==> src/rtl/veggie_operand_collector.sv <==
// veggie_operand_collector: gathers vs1, vs2 and optional v0 mask through the single-outstanding
// veggie read port and presents them as one operand bundle over valid/ready.
module veggie_operand_collector #(
   parameter int NUM_ELEMENTS = 32,
   parameter int ELEM_W       = 16,
   parameter int VSEL_W       = 5
) (
   input  logic                           CLK,
   input  logic                           nRST,
   input  logic                           issue_valid,
   output logic                           issue_ready,
   input  logic [VSEL_W-1:0]              issue_vs1,
   input  logic [VSEL_W-1:0]              issue_vs2,
   input  logic [VSEL_W-1:0]              issue_vd,
   input  logic                           issue_masked,
   output logic                           rd_req,
   output logic [VSEL_W-1:0]              rd_sel,
   input  logic                           rd_gnt,
   input  logic                           rd_rvalid,
   input  logic [NUM_ELEMENTS*ELEM_W-1:0] rd_rdata,
   output logic                           op_valid,
   input  logic                           op_ready,
   output logic [NUM_ELEMENTS*ELEM_W-1:0] op_v1,
   output logic [NUM_ELEMENTS*ELEM_W-1:0] op_v2,
   output logic [NUM_ELEMENTS-1:0]        op_vmask,
   output logic [VSEL_W-1:0]              op_vd,
   output logic                           err_unexpected
);
   typedef enum logic [2:0] {IDLE, REQ1, WAIT1, REQ2, WAIT2, REQM, WAITM, OUT} state_t;
   state_t state, next;
   logic [VSEL_W-1:0] vs1, vs2;
   logic masked;
   logic waiting;
   logic [NUM_ELEMENTS-1:0] mask_bits;

   always_ff @(posedge CLK or negedge nRST)
      if (!nRST) state <= IDLE;
      else state <= next;

   always_comb begin
      next = state;
      case (state)
         IDLE:  next = issue_valid ? REQ1 : IDLE;
         REQ1:  next = rd_gnt ? WAIT1 : REQ1;
         WAIT1: next = !rd_rvalid ? WAIT1 : vs1 != vs2 ? REQ2 : masked ? REQM : OUT;
         REQ2:  next = rd_gnt ? WAIT2 : REQ2;
         WAIT2: next = !rd_rvalid ? WAIT2 : masked ? REQM : OUT;
         REQM:  next = rd_gnt ? WAITM : REQM;
         WAITM: next = rd_rvalid ? OUT : WAITM;
         OUT:   next = op_ready ? IDLE : OUT;
         default: next = IDLE;
      endcase
   end

   always_comb begin
      issue_ready = state == IDLE;
      rd_req      = state == REQ1 || state == REQ2 || state == REQM;
      rd_sel      = state == REQ1 ? vs1 : state == REQ2 ? vs2 : '0;
      op_valid    = state == OUT;
      waiting     = state == WAIT1 || state == WAIT2 || state == WAITM;
      mask_bits   = '0;
      for (int i = 0; i < NUM_ELEMENTS; i++) mask_bits[i] = rd_rdata[i*ELEM_W];
   end

   always_ff @(posedge CLK or negedge nRST)
      if (!nRST) begin
         vs1            <= '0;
         vs2            <= '0;
         masked         <= 1'b0;
         op_v1          <= '0;
         op_v2          <= '0;
         op_vmask       <= '0;
         op_vd          <= '0;
         err_unexpected <= 1'b0;
      end else begin
         if (state == IDLE && issue_valid) begin
            vs1    <= issue_vs1;
            vs2    <= issue_vs2;
            op_vd  <= issue_vd;
            masked <= issue_masked;
         end
         if (state == WAIT1 && rd_rvalid) begin
            op_v1 <= rd_rdata;
            if (vs1 == vs2) op_v2 <= rd_rdata;
         end
         if (state == WAIT2 && rd_rvalid) op_v2 <= rd_rdata;
         // mask is settled on the transition into OUT: from v0 if masked, else all lanes active
         if (next == OUT && state != OUT) op_vmask <= state == WAITM ? mask_bits : '1;
         if (rd_rvalid && !waiting) err_unexpected <= 1'b1;
      end
endmodule

==> config.mk <==
export PLATFORM = sky130hd
export DESIGN_NAME = veggie_operand_collector
export DESIGN_NICKNAME = d
export VERILOG_FILES = /design/src/rtl/veggie_operand_collector.sv
export SDC_FILE = /design/constraint.sdc
export NUM_CORES = 1
export LEC_CHECK = 0
export BUFFER_PORTS_ARGS = -buffer_cell sky130_fd_sc_hd__buf_2
export CORE_AREA = 2 2 629 631
export CTS_BUF_LIST = sky130_fd_sc_hd__clkbuf_4 sky130_fd_sc_hd__clkbuf_8 sky130_fd_sc_hd__clkbuf_16
export DETAILED_ROUTE_END_ITERATION = 8
export DIE_AREA = 0 0 631 633
export GPL_TIMING_DRIVEN = 0
export PLACE_DENSITY_LB_ADDON = 0.05
export SYNTH_ARGS = -nofsm -noshare
export SYNTH_HDL_FRONTEND = slang
export SYNTH_SLANG_ARGS = --single-unit
==> constraint.sdc <==
create_clock -name CLK -period 2.4 [get_ports CLK]
set_clock_uncertainty 0.1 [all_clocks]
set_input_delay 0.6 -clock CLK [delete_from_list [all_inputs] [get_ports CLK]]
set_output_delay 0.6 -clock CLK [all_outputs]
set_load 0.05 [all_outputs]
# ---- After elaboration in Yosys (flattened, before gate mapping)
# Index checks and enable logic that the tools add are counted.
dict set report word_totals {
  register_bits 1076
  inputBits 534
  output_inout_bits 1070
  elab_cells 51
}
dict set report op_classes {
  eq_ne 11
  n_mux 17
  reduce_logical 14
}
# op count
set op_table {}
lappend op_table {{512-bit two-way mux} 3}
lappend op_table {{32-bit two-way mux} 1}
lappend op_table {{3-bit case mux with 8 select lines} 1}
lappend op_table {{3-bit equality test (second input constant)} 5}
lappend op_table {{3-bit two-way mux} 4}
lappend op_table {{5-bit two-way mux} 2}
lappend op_table {{2-bit two-way mux} 4}
lappend op_table {{3-bit by 2-bit equality test with 1-bit output (second input constant)} 2}
lappend op_table {{5-bit equality test} 1}
lappend op_table {{1-bit logical AND} 5}
lappend op_table {{5-bit inequality test} 1}
lappend op_table {{1-bit logical OR} 4}
lappend op_table {{2-bit nonzero test} 2}
lappend op_table {{3-bit by 1-bit equality test with 1-bit output (second input constant)} 1}
lappend op_table {{3-bit logical NOT} 1}
lappend op_table {{3-bit inequality test (second input constant)} 1}
lappend op_table {{1-bit two-way mux} 2}
lappend op_table {{2-bit AND reduction} 1}
lappend op_table {{1-bit logical NOT} 1}

# ---- Longest topological paths before layout
# Gate-level depths: netlist of run 1.
dict set report depth {
  ltp_word 6
  ltp_mapped 8
}

# ---- Worst setup path before layout of run 1
# No wires, ideal clock.
dict set report synth_timing {
  path_kind {register to register}
  from {reg state[2]}
  to {reg op_vd[0]}
  setup_ns 0.125
  t_arrival_ns 2.942
  t_required_ns 2.175
  path_slack_ns -0.767
  stages_incl_launch_ff 8
  n_path_buf 4
  period_less_slack_ns 3.167
  cell_sequence {dfrtp_1 -> clkbuf_1 -> clkbuf_1 -> nor3_1 -> and2_1 -> clkbuf_1 -> buf_2 -> mux2_2}
}
dict set report synth_via {
  elab_chain_cells 2
}
# element line_no
set synth_rtl {}
lappend synth_rtl {{start, declared} 30} ;# state_t state, next;
lappend synth_rtl {{start signal, assigned} 38} ;# else state <= next;
lappend synth_rtl {{3-bit logical NOT} -}
lappend synth_rtl {{net issue_ready} 11} ;# output logic issue_ready,
lappend synth_rtl {{1-bit logical AND} 76} ;# if (state == IDLE && issue_valid) begin
lappend synth_rtl {{end signal, assigned} 79} ;# op_vd <= issue_vd;
lappend synth_rtl {{end, declared} 26} ;# output logic [VSEL_W-1:0] op_vd,
# The timed path passes the listed nets, and every way through them passes these cells.
# A chain may end at the register's enable or synchronous reset.

# ---- Final worst setup path of run 1
dict set report layout_timing {
  from {reg state[1]}
  to {out issue_ready}
}
dict set report layout_via {
  elab_chain_cells 1
}
# element line_no
set layout_rtl {}
lappend layout_rtl {{3-bit logical NOT} 56} ;# issue_ready = state == IDLE;
lappend layout_rtl {{end, declared} 11}
# No other way between the ends.

==> results.ini, run 1 <==
[logic_synthesis]
synth.avg_cell_area_um2=17.2
synth_enable_flop_cells=0
yosysSeqAreaShare_pct=67.0
syn_area_um2=40200
ys.flop_type=dfrtp_1
synthesis.nets=2869
synth_cells=2335
yosysWarnings=0
synthDistinctLibCells=39
ys_ff_latch=1076
async_flop_share_pct=100

[timing]
worstMarginPinSlew_ns=0.954
setup_tns_ns=-136.38
holdWs_ns=-0.463
max_freq_mhz=354
rsz0062_at_grt=yes
setup_viol=552
fin_ws_ns=-0.422
hold_viol=77
period_share_pct=118
final_max_slew_viol_count=0
post-route-min-period_ns=2.82
slew_headroom_pct=36.4

[run]
drv_cap=0

[power_and_ir_drop]
ir_drop_v=0.000710
leakage_nw=34.1
power_density_nw_per_um2=1800
p_total_mw=130

[setup_path]
startpoint_type=register
max_stage_delay_ns=0.42
critical_path_buf_inv_count=3
critPathMaxFanout=4
worstPathArrival_ns=2.12
path_depth=4
path_cells=buf_8, buf_4, nor3_4, buf_6
setup.worst_path.class=register to output port
crit_path_end_kind=output port
critPathTopFamily=buffers and inverters
rr_worst_depth=10
slowest_stage=dfrtp_2
critical_path_required_ns=1.70

[grt]
grt_start_max_net_pins=131
grt_pass1_vias=34100
grt_pass1_wl_um=355000
grt_antenna_before_repair=129
grt_usage_pct=13.3
grt_overflow_total=0

[clock_network]
clock_latency_ns=0.87
numCtsBuffers=166
cts_tree=yes
htreeDepth=4
cts_buffer_depth=4
cts_hold_buf=537
clk_pin_slew_ns=0.05
root_buffer=clkbuf_16
cts_num_sinks=1076

[drt]
routed_wl_um=281000
drc=0
dr_total_vias=30900
ant_nets=0
first_iter_violations=1081
dr.pass1.iters=4
wire_per_inst_um=27.7
via_per_inst=3.04

[run_status]
violations=negative hold slack, negative setup slack
outcome=finished, violations left

[final_layout]
final_cell_area_um2=71800
final_nets=5308
register_area_um2=26900
drive_above_1_share_pct=65.8
multi_input_area_um2=14400
area_growth_pct=78.7
finalNonFillerCells=10200
fillerInstances=43200

[floorplanning]
initial_utilization_pct=10.3
core_um2=392000
die_w_um=631
io-pin-count=1604
die-area_um2=399000
row_count=230
die_h_um=633

[place]
place_congestion=0.750
hpwl_um=214000
placed_cell_area_um2=55100
port_buffers=1603
placed_cells=9170

[min_path]
hold_class=primary input to async pin

repair_timing:
| action | in CTS | in global routing |
|---|---|---|
| gates cloned | 43 | 34 |
| setup buffers | 41 | 25 |
| gates resized for setup | 540 | 458 |
| endpoints found under the setup margin | 1241 | 1181 |
| hold endpoints to repair | 1157 | 77 |
| pin swaps | 5 | 34 |
cells by family (layout without fill, tap and decap cells):
| kind of cell | count (synthesis) | count (layout) | share of synthesized area (%) |
|---|---|---|---|
| AO/OA/AOI/OAI | 50 | 50 | 1.04 |
| XOR/XNOR | 5 | 5 | 0.109 |
| buffers and inverters | 129 | 2690 | 2.22 |
| flip-flops | 1076 | 1076 | 67.0 |
| multiplexers | 1045 | 1045 | 29.3 |
| other | 0 | 39 | 0 |
| AND/OR/NAND/NOR | 30 | 30 | 0.367 |
flip-flops by register name, summed over array words and instances (netlist names):
register and count:
masked 1, err_unexpected 1, vs1 5, op_v1 512, vs2 5, op_vmask 32
op_v2 512, op_vd 5, state 3
power breakdown:
group	internal (mW)	switching [mW]	total [mW]	leakage [nW]
Combinational	21.3	51.0	72.3	18.4
Sequential	27.3	4.73	32.0	12.9
Clock	15.1	10.1	25.2	2.79
Total	63.6	65.9	130	34.1
area by class of cell:
type                       instances  area share [%]
clock inverter                    34           0.500
timing repair buffer            2276            22.9
tap                             5220            9.09
clock buffer                     256            7.17
inverter                           2          0.0105
buffer                           122            2.73
antenna                           39           0.136
sequential                      1076            37.5
multi-input combinational       1130            20.0
metrics by stage:
stage	utilization, %	worst slack (ns)
final	18.3	-0.422
after global routing	18.3	-0.540
after CTS	17.8	-0.596
after detailed placement	14.1	-1.56
after global placement	14.0	-29.73
after floorplan	-	-0.0574
final timing paths:
| path | start | to | slack, ns |
|---|---|---|---|
| hold / removal | nRST | op_v1[100] | -0.46 |
| hold reg to reg | op_vmask[24] | op_vmask[24] | 0.39 |
| max in group asynchronous | nRST | op_v1[374] | 0.23 |
| setup / recovery | state[1] | issue_ready | -0.42 |
| min in group CLK | rd_rvalid | state[1] | 0.13 |
| setup reg to reg | vs1[1] | op_v2[70] | -0.40 |
Yosys cell counts, types with 2 or more instances:
cell / instances / area [µm²]
nand3_1: 2 / 10.0
buf_6: 42 / 473
inv_1: 2 / 7.51
mux2_1: 481 / 5420
nand2_1: 7 / 26.3
nor3_1: 2 / 10.0
clkbuf_1: 19 / 71.3
o21ai_0: 4 / 20.0
mux2i_1: 5 / 50.1
nand2b_1: 2 / 12.5
o22a_1: 32 / 280
mux2_2: 559 / 6290
xor2_1: 4 / 35.0
buf_4: 4 / 30.0
buf_2: 61 / 305
nor2b_1: 3 / 18.8
nor2_1: 9 / 33.8
dfrtp_1: 1076 / 26900
cells in the final DEF (no fill, tap or decap), types with 2 or more instances in the layout:
cell,instances
a21boi_4,2
buf_12,81
buf_16,55
buf_2,1573
buf_4,46
buf_6,33
buf_8,12
bufinv_16,3
clkbuf_16,206
clkbuf_2,3
clkbuf_4,65
clkbuf_8,45
clkinv_16,2
clkinv_2,21
clkinv_8,3
dfrtp_1,1069
dfrtp_2,7
diode_2,39
dlygate4sd3_1,535
inv_1,2
inv_6,4
mux2_1,3
mux2_2,558
mux2_4,479
mux2i_4,4
nand2_1,6
nand3_2,2
nor2_1,4
nor2_4,4
nor2b_1,3
nor3_4,2
o21ai_0,4
o22a_1,32
xor2_1,2
xor2_2,2
per-layer routing:
metal,vias up,track usage [%],share of wire [%]
met2,1213,24.6,52
met5,-,0,0.080
li1,13300,-,-
met4,34,2.53,2.2
met1,15900,14.0,36
met3,383,5.62,9.1
Power figures use the tool's default switching activity.
==> run 2: changes to the inputs <==
==> constraint.sdc (replaced) <==
create_clock -name CLK -period 3.3 [get_ports CLK]
set_clock_uncertainty 0.1 [all_clocks]
set_input_delay 0.495 -clock CLK [delete_from_list [all_inputs] [get_ports CLK]]
set_output_delay 0.495 -clock CLK [all_outputs]
set_load 0.05 [all_outputs]
==> run 2 against run 1 <==
Compared with the run above: the flow now finishes without violations; die area did not move; total power is 32% lower; utilization is 1.5 points lower; combinational power fell by 36%; register-to-register slack gained 0.61 ns; critical path type unchanged; critical endpoint is now op_valid; highest routed layer unchanged.
==> results.ini, run 2 (same netlist as run 1, synthesis figures left out) <==
[run_status]
outcome=finished clean

[drt]
first_iter_violations=895
routed_wl_um=262000
dr_total_vias=30000
wire_per_inst_um=26.1
dr.pass1.iters=4
ant_nets=0
via_per_inst=2.98
drc=0

[min_path]
hold_class=primary input to register
holdCritStartpoint=rd_rdata[280]

[grt]
grt_start_max_net_pins=134
grt_pass1_vias=33100
grt.met3_usage_pct=4.95
grt_pass1_wl_um=341000
grt_usage_pct=12.7
gr-usage-met1_pct=13.4
grt_antenna_before_repair=141
busiest_layer=met2
grt.met2_usage_pct=23.9
grt_overflow_total=0

[floorplanning]
die_w_um=631
die-area_um2=399000
core_um2=392000
initial_utilization_pct=10.3
die_h_um=633
io-pin-count=1604
row_count=230

[setup_path]
setup.worst_path.class=register to output port
worstPathArrival_ns=2.57
rr_startpoint=vs2[2]
crit_path_end_kind=output port
critical_path_required_ns=2.70
crit_start=state[2]
critPathMaxFanout=10
startpoint_type=register

[clock_network]
root_buffer=clkbuf_16
htreeDepth=4
numCtsBuffers=163
cts_tree=yes
clock_latency_ns=0.84
clk_pin_slew_ns=0.06
cts_buffer_depth=4
cts_num_sinks=1076

[final_layout]
area_growth_pct=64.5
final_common_cell=buf_2
layout_common_cells=buf_2, dfrtp_1, mux2_2
final_nets=5187
final_cell_area_um2=66100
final_util_pct=16.9
drive_above_1_share_pct=54.2
reg_top3=op_v1 x512, op_v2 x512, op_vmask x32

[timing]
setup_viol=0
final_max_slew_viol_count=0
post-route-min-period_ns=3.16
period_share_pct=95.9
max_freq_mhz=316
worstMarginPinSlew_ns=1.36
hold_viol=0
slew_headroom_pct=9.01
rsz0062_at_grt=yes

[power_and_ir_drop]
p_total_mw=87.6
leakage_nw=29.9
power_density_nw_per_um2=1330
ir_drop_v=0.000561

[place]
placed_cell_area_um2=55100
hpwl_um=214000
port_buffers=1603
place_congestion=0.746

[run]
drv_cap=0

-- run 2: changes by cell type in the layout (fill, tap and decap cells not counted), sizes merged, moves of 2 or more --
cell    change
inv         -2
buf        -73
clkbuf     -34
clkinv     -13
diode      +11
-- run 2: where the power goes --
part / internal [mW] / switching (mW) / leakage, nW
clock: 11.0 / 7.09 / 2.75
combinational: 10.7 / 35.7 / 14.2
sequential: 19.8 / 3.30 / 12.9
-- run 2: worst max-delay path, cell delays in order (launching register included) --
cell and delay, ns:
dfrtp_1 0.32, clkbuf_1 0.36, clkbuf_2 0.31, and3_1 0.34, buf_2 0.39
-- run 2: final timing paths --
kind	endpoint	slack [ns]	cells past startpoint
max	op_valid	0.14	4
max in group asynchronous	op_v1[298]	0.36	6
max reg2reg	op_v2[510]	0.21	8
min	op_v2[280]	0.31	3
min reg2reg	err_unexpected	0.36	1
min in group asynchronous	op_v1[165]	0.61	3
-- run 2: stage by stage --
stage,worst slack (ns),hold WS (ns),setup TNS [ns],instances
after floorplan,0.133,0.0994,0,2335
after global placement,-28.47,0.356,-,9158
after detailed placement,-0.608,0.311,-143.30,9170
after CTS,-0.0112,0.199,-0.0112,9993
after global routing,-0.0162,0.247,-0.0354,10000
final,0.135,0.311,0,10000
-- run 2: what timing repair did --
action	CTS	global route
gates resized for setup	18	5
setup endpoints to repair	784	131
hold buffers	535	0
pin swaps	1	0
gates cloned	0	1
buffers inserted	3	0
endpoints found under the hold margin	1411	0
-- run 2: final cells by class --
class / instances / area [µm²]
fillers: 43600 / 326000
plain buffers: 126 / 892
clock inverters: 20 / 249
clock buffers: 266 / 5170
diodes: 50 / 125
multi-input cells: 1130 / 12400
flip-flops and latches: 1076 / 26900
well taps: 5220 / 6530
repair buffers: 2154 / 13800
inverters: 2 / 7.51
-- run 2: per-layer routing --
| layer | up-vias | wire (µm) |
|---|---|---|
| li1 | 13100 | - |
| met1 | 15300 | 94400 |
| met2 | 1182 | 139000 |
| met3 | 367 | 23400 |
| met4 | 34 | 5880 |
| met5 | - | 234 |
==> run 3: changes to the inputs <==
Settings changed: BUFFER_PORTS_ARGS -buffer_cell sky130_fd_sc_hd__buf_2 to -buffer_cell sky130_fd_sc_hd__buf_4, MAX_ROUTING_LAYER set to met4.
==> run 3 against run 2 <==
Compared with the run above: the flow now finishes with violations (negative hold slack); clock power rose by 3%; largest power group unchanged; worst setup slack improved by 0.079 ns; wire length rose by 3.0%; die area did not move; fmax rose by 2.6%.
==> results.ini, run 3 (same netlist as run 1, synthesis figures left out) <==
[timing]
worstMarginPinSlew_ns=1.05
setup_tns_ns=0
post-route-min-period_ns=3.09
slew_headroom_pct=29.7
holdWs_ns=-0.451
period_share_pct=93.5
setup_viol=0
max_freq_mhz=324
fin_ws_ns=0.214
final_max_slew_viol_count=0
hold_viol=128

[final_layout]
layout_common_cells=buf_4, dfrtp_1, mux2_2
drive_above_1_share_pct=54.4
final_nets=5187
reg_top3=op_v1 x512, op_v2 x512, op_vmask x32
area_growth_pct=74.8
final_cell_area_um2=70200
final_common_cell=buf_4
fillerInstances=43100

[setup_path]
rr_startpoint=vs2[0]
worstPathArrival_ns=2.49
critPathMaxFanout=10
crit_path_end_kind=output port
rr_worst_depth=8
reg2reg_to=op_v2[508]
critical_path_required_ns=2.70
startpoint_type=register
setup.worst_path.class=register to output port
ff2ff_setup_slack_ns=0.26

[clock_network]
cts_num_sinks=1076
cts_tree=yes
numCtsBuffers=166
root_buffer=clkbuf_16
cts_hold_buf=533
clock_latency_ns=0.87
cts_buffer_depth=4
clk_pin_slew_ns=0.06
htreeDepth=4

[run]
drv_cap=0

[power_and_ir_drop]
p_int_mw=45.6
ir_drop_v=0.000583
comb_power_share_pct=54.6
pwr-share-seq_pct=25.4
leakage_nw=31.2
power_density_nw_per_um2=1320
p_clk_share_pct=20.0
switching_share_pct=50.7
switchingPower_mw=47.0

[drt]
dr.pass1.iters=5
routed_wl_um=270000
dr_total_vias=30200
wire_per_inst_um=26.8
first_iter_violations=884
drc=0
via_per_inst=3.00
ant_nets=0

[floorplanning]
die_w_um=631
initial_utilization_pct=10.3
core_um2=392000
die-area_um2=399000
row_count=230
io-pin-count=1604
die_h_um=633

[place]
dp_slack_ns=-0.768
placed_cell_area_um2=59100
place_congestion=0.751
hpwl_um=218000
port_buffers=1603

[grt]
grt_overflow_total=0
grt_antenna_before_repair=152
grt_usage_pct=13.4
grt_start_max_net_pins=132
grt_pass1_vias=33500
grt_pass1_wl_um=348000

[min_path]
hold_class=primary input to async pin

[run_status]
outcome=finished, violations left
violations=negative hold slack

==> run 3: cell count changes in the layout (fill, tap and decap cells not counted), moves of 3 or more <==
cell / previous run / this run
buf_12: 3 / 0
clkinvlp_4: 0 / 3
buf_6: 44 / 48
buf_4: 11 / 1604
clkinv_2: 10 / 18
buf_2: 1658 / 61
diode_2: 50 / 63
==> run 3: power by group through the flow <==
stage               logic, mW  clock network [mW]  registers (mW)
floorplan                7.65                   0            46.0
global placement         51.1                   0            23.8
detailed placement       51.1                   0            23.8
CTS                      51.9                19.6            23.7
global route             52.6                20.0            24.5
finish                   50.6                18.6            23.5
==> run 3: critical path: stages, from the launching register on <==
cell      delay [ns]
dfrtp_1         0.35
clkbuf_1        0.22
buf_2           0.26
nand2b_2        0.29
nor2_1          0.21
buf_6           0.26
==> run 3: layout make-up <==
| class | instances | area (µm²) | share of cell area, % |
|---|---|---|---|
| Multi-Input combinational cell | 1130 | 12400 | 17.7 |
| Clock inverter | 34 | 373 | 0.531 |
| Sequential cell | 1076 | 26900 | 38.3 |
| Inverter | 2 | 7.51 | 0.0107 |
| Clock buffer | 266 | 5190 | 7.39 |
| Tap cell | 5220 | 6530 | 9.30 |
| Antenna cell | 63 | 158 | 0.224 |
| Timing Repair Buffer | 2151 | 17700 | 25.3 |
| Buffer | 126 | 897 | 1.28 |
==> run 3: how the worst max path moves through the flow <==
stage / start / to / cells after the start
after global routing: state[2] / rd_sel[4] / 5
after global placement: nRST / op_v2[386] / 1
after CTS: state[2] / op_vmask[23] / 8
final: state[2] / rd_sel[0] / 5
after detailed placement: nRST / op_v1[374] / 5
after floorplan: state[2] / op_vd[0] / 7
==> run 3: per-stage QoR <==
| stage | utilization [%] | instances | power [mW] | hold WS, ns |
|---|---|---|---|---|
| after floorplan | - | 2335 | 53.7 | 0.0994 |
| after global placement | 15.0 | 9158 | 74.9 | 0.362 |
| after detailed placement | 15.1 | 9169 | 74.8 | 0.368 |
| after CTS | 17.9 | 10000 | 95.2 | -0.496 |
| after global routing | 17.9 | 10100 | 97.1 | -0.454 |
| final | 17.9 | 10100 | 92.7 | -0.451 |
==> run 3: layer usage <==
metal  part of all wire, %  GRT usage [%]  wire length, µm  vias to the layer above
li1                      -              -                -                    13100
met1                    36           13.6            98100                    15400
met2                    52           24.4           142000                     1231
met3                   8.9           5.29            24000                      408
met4                   2.3           2.68             6320                        0
met5                     0              -                0                        -
==> run 3: repair_timing <==
action                                   CTS  global route
gates resized for setup                   17             5
hold endpoints to repair                1204           128
endpoints found under the setup margin   449           241
pin swaps                                  0             1
buffers inserted                           0             2
gates cloned                               0             2
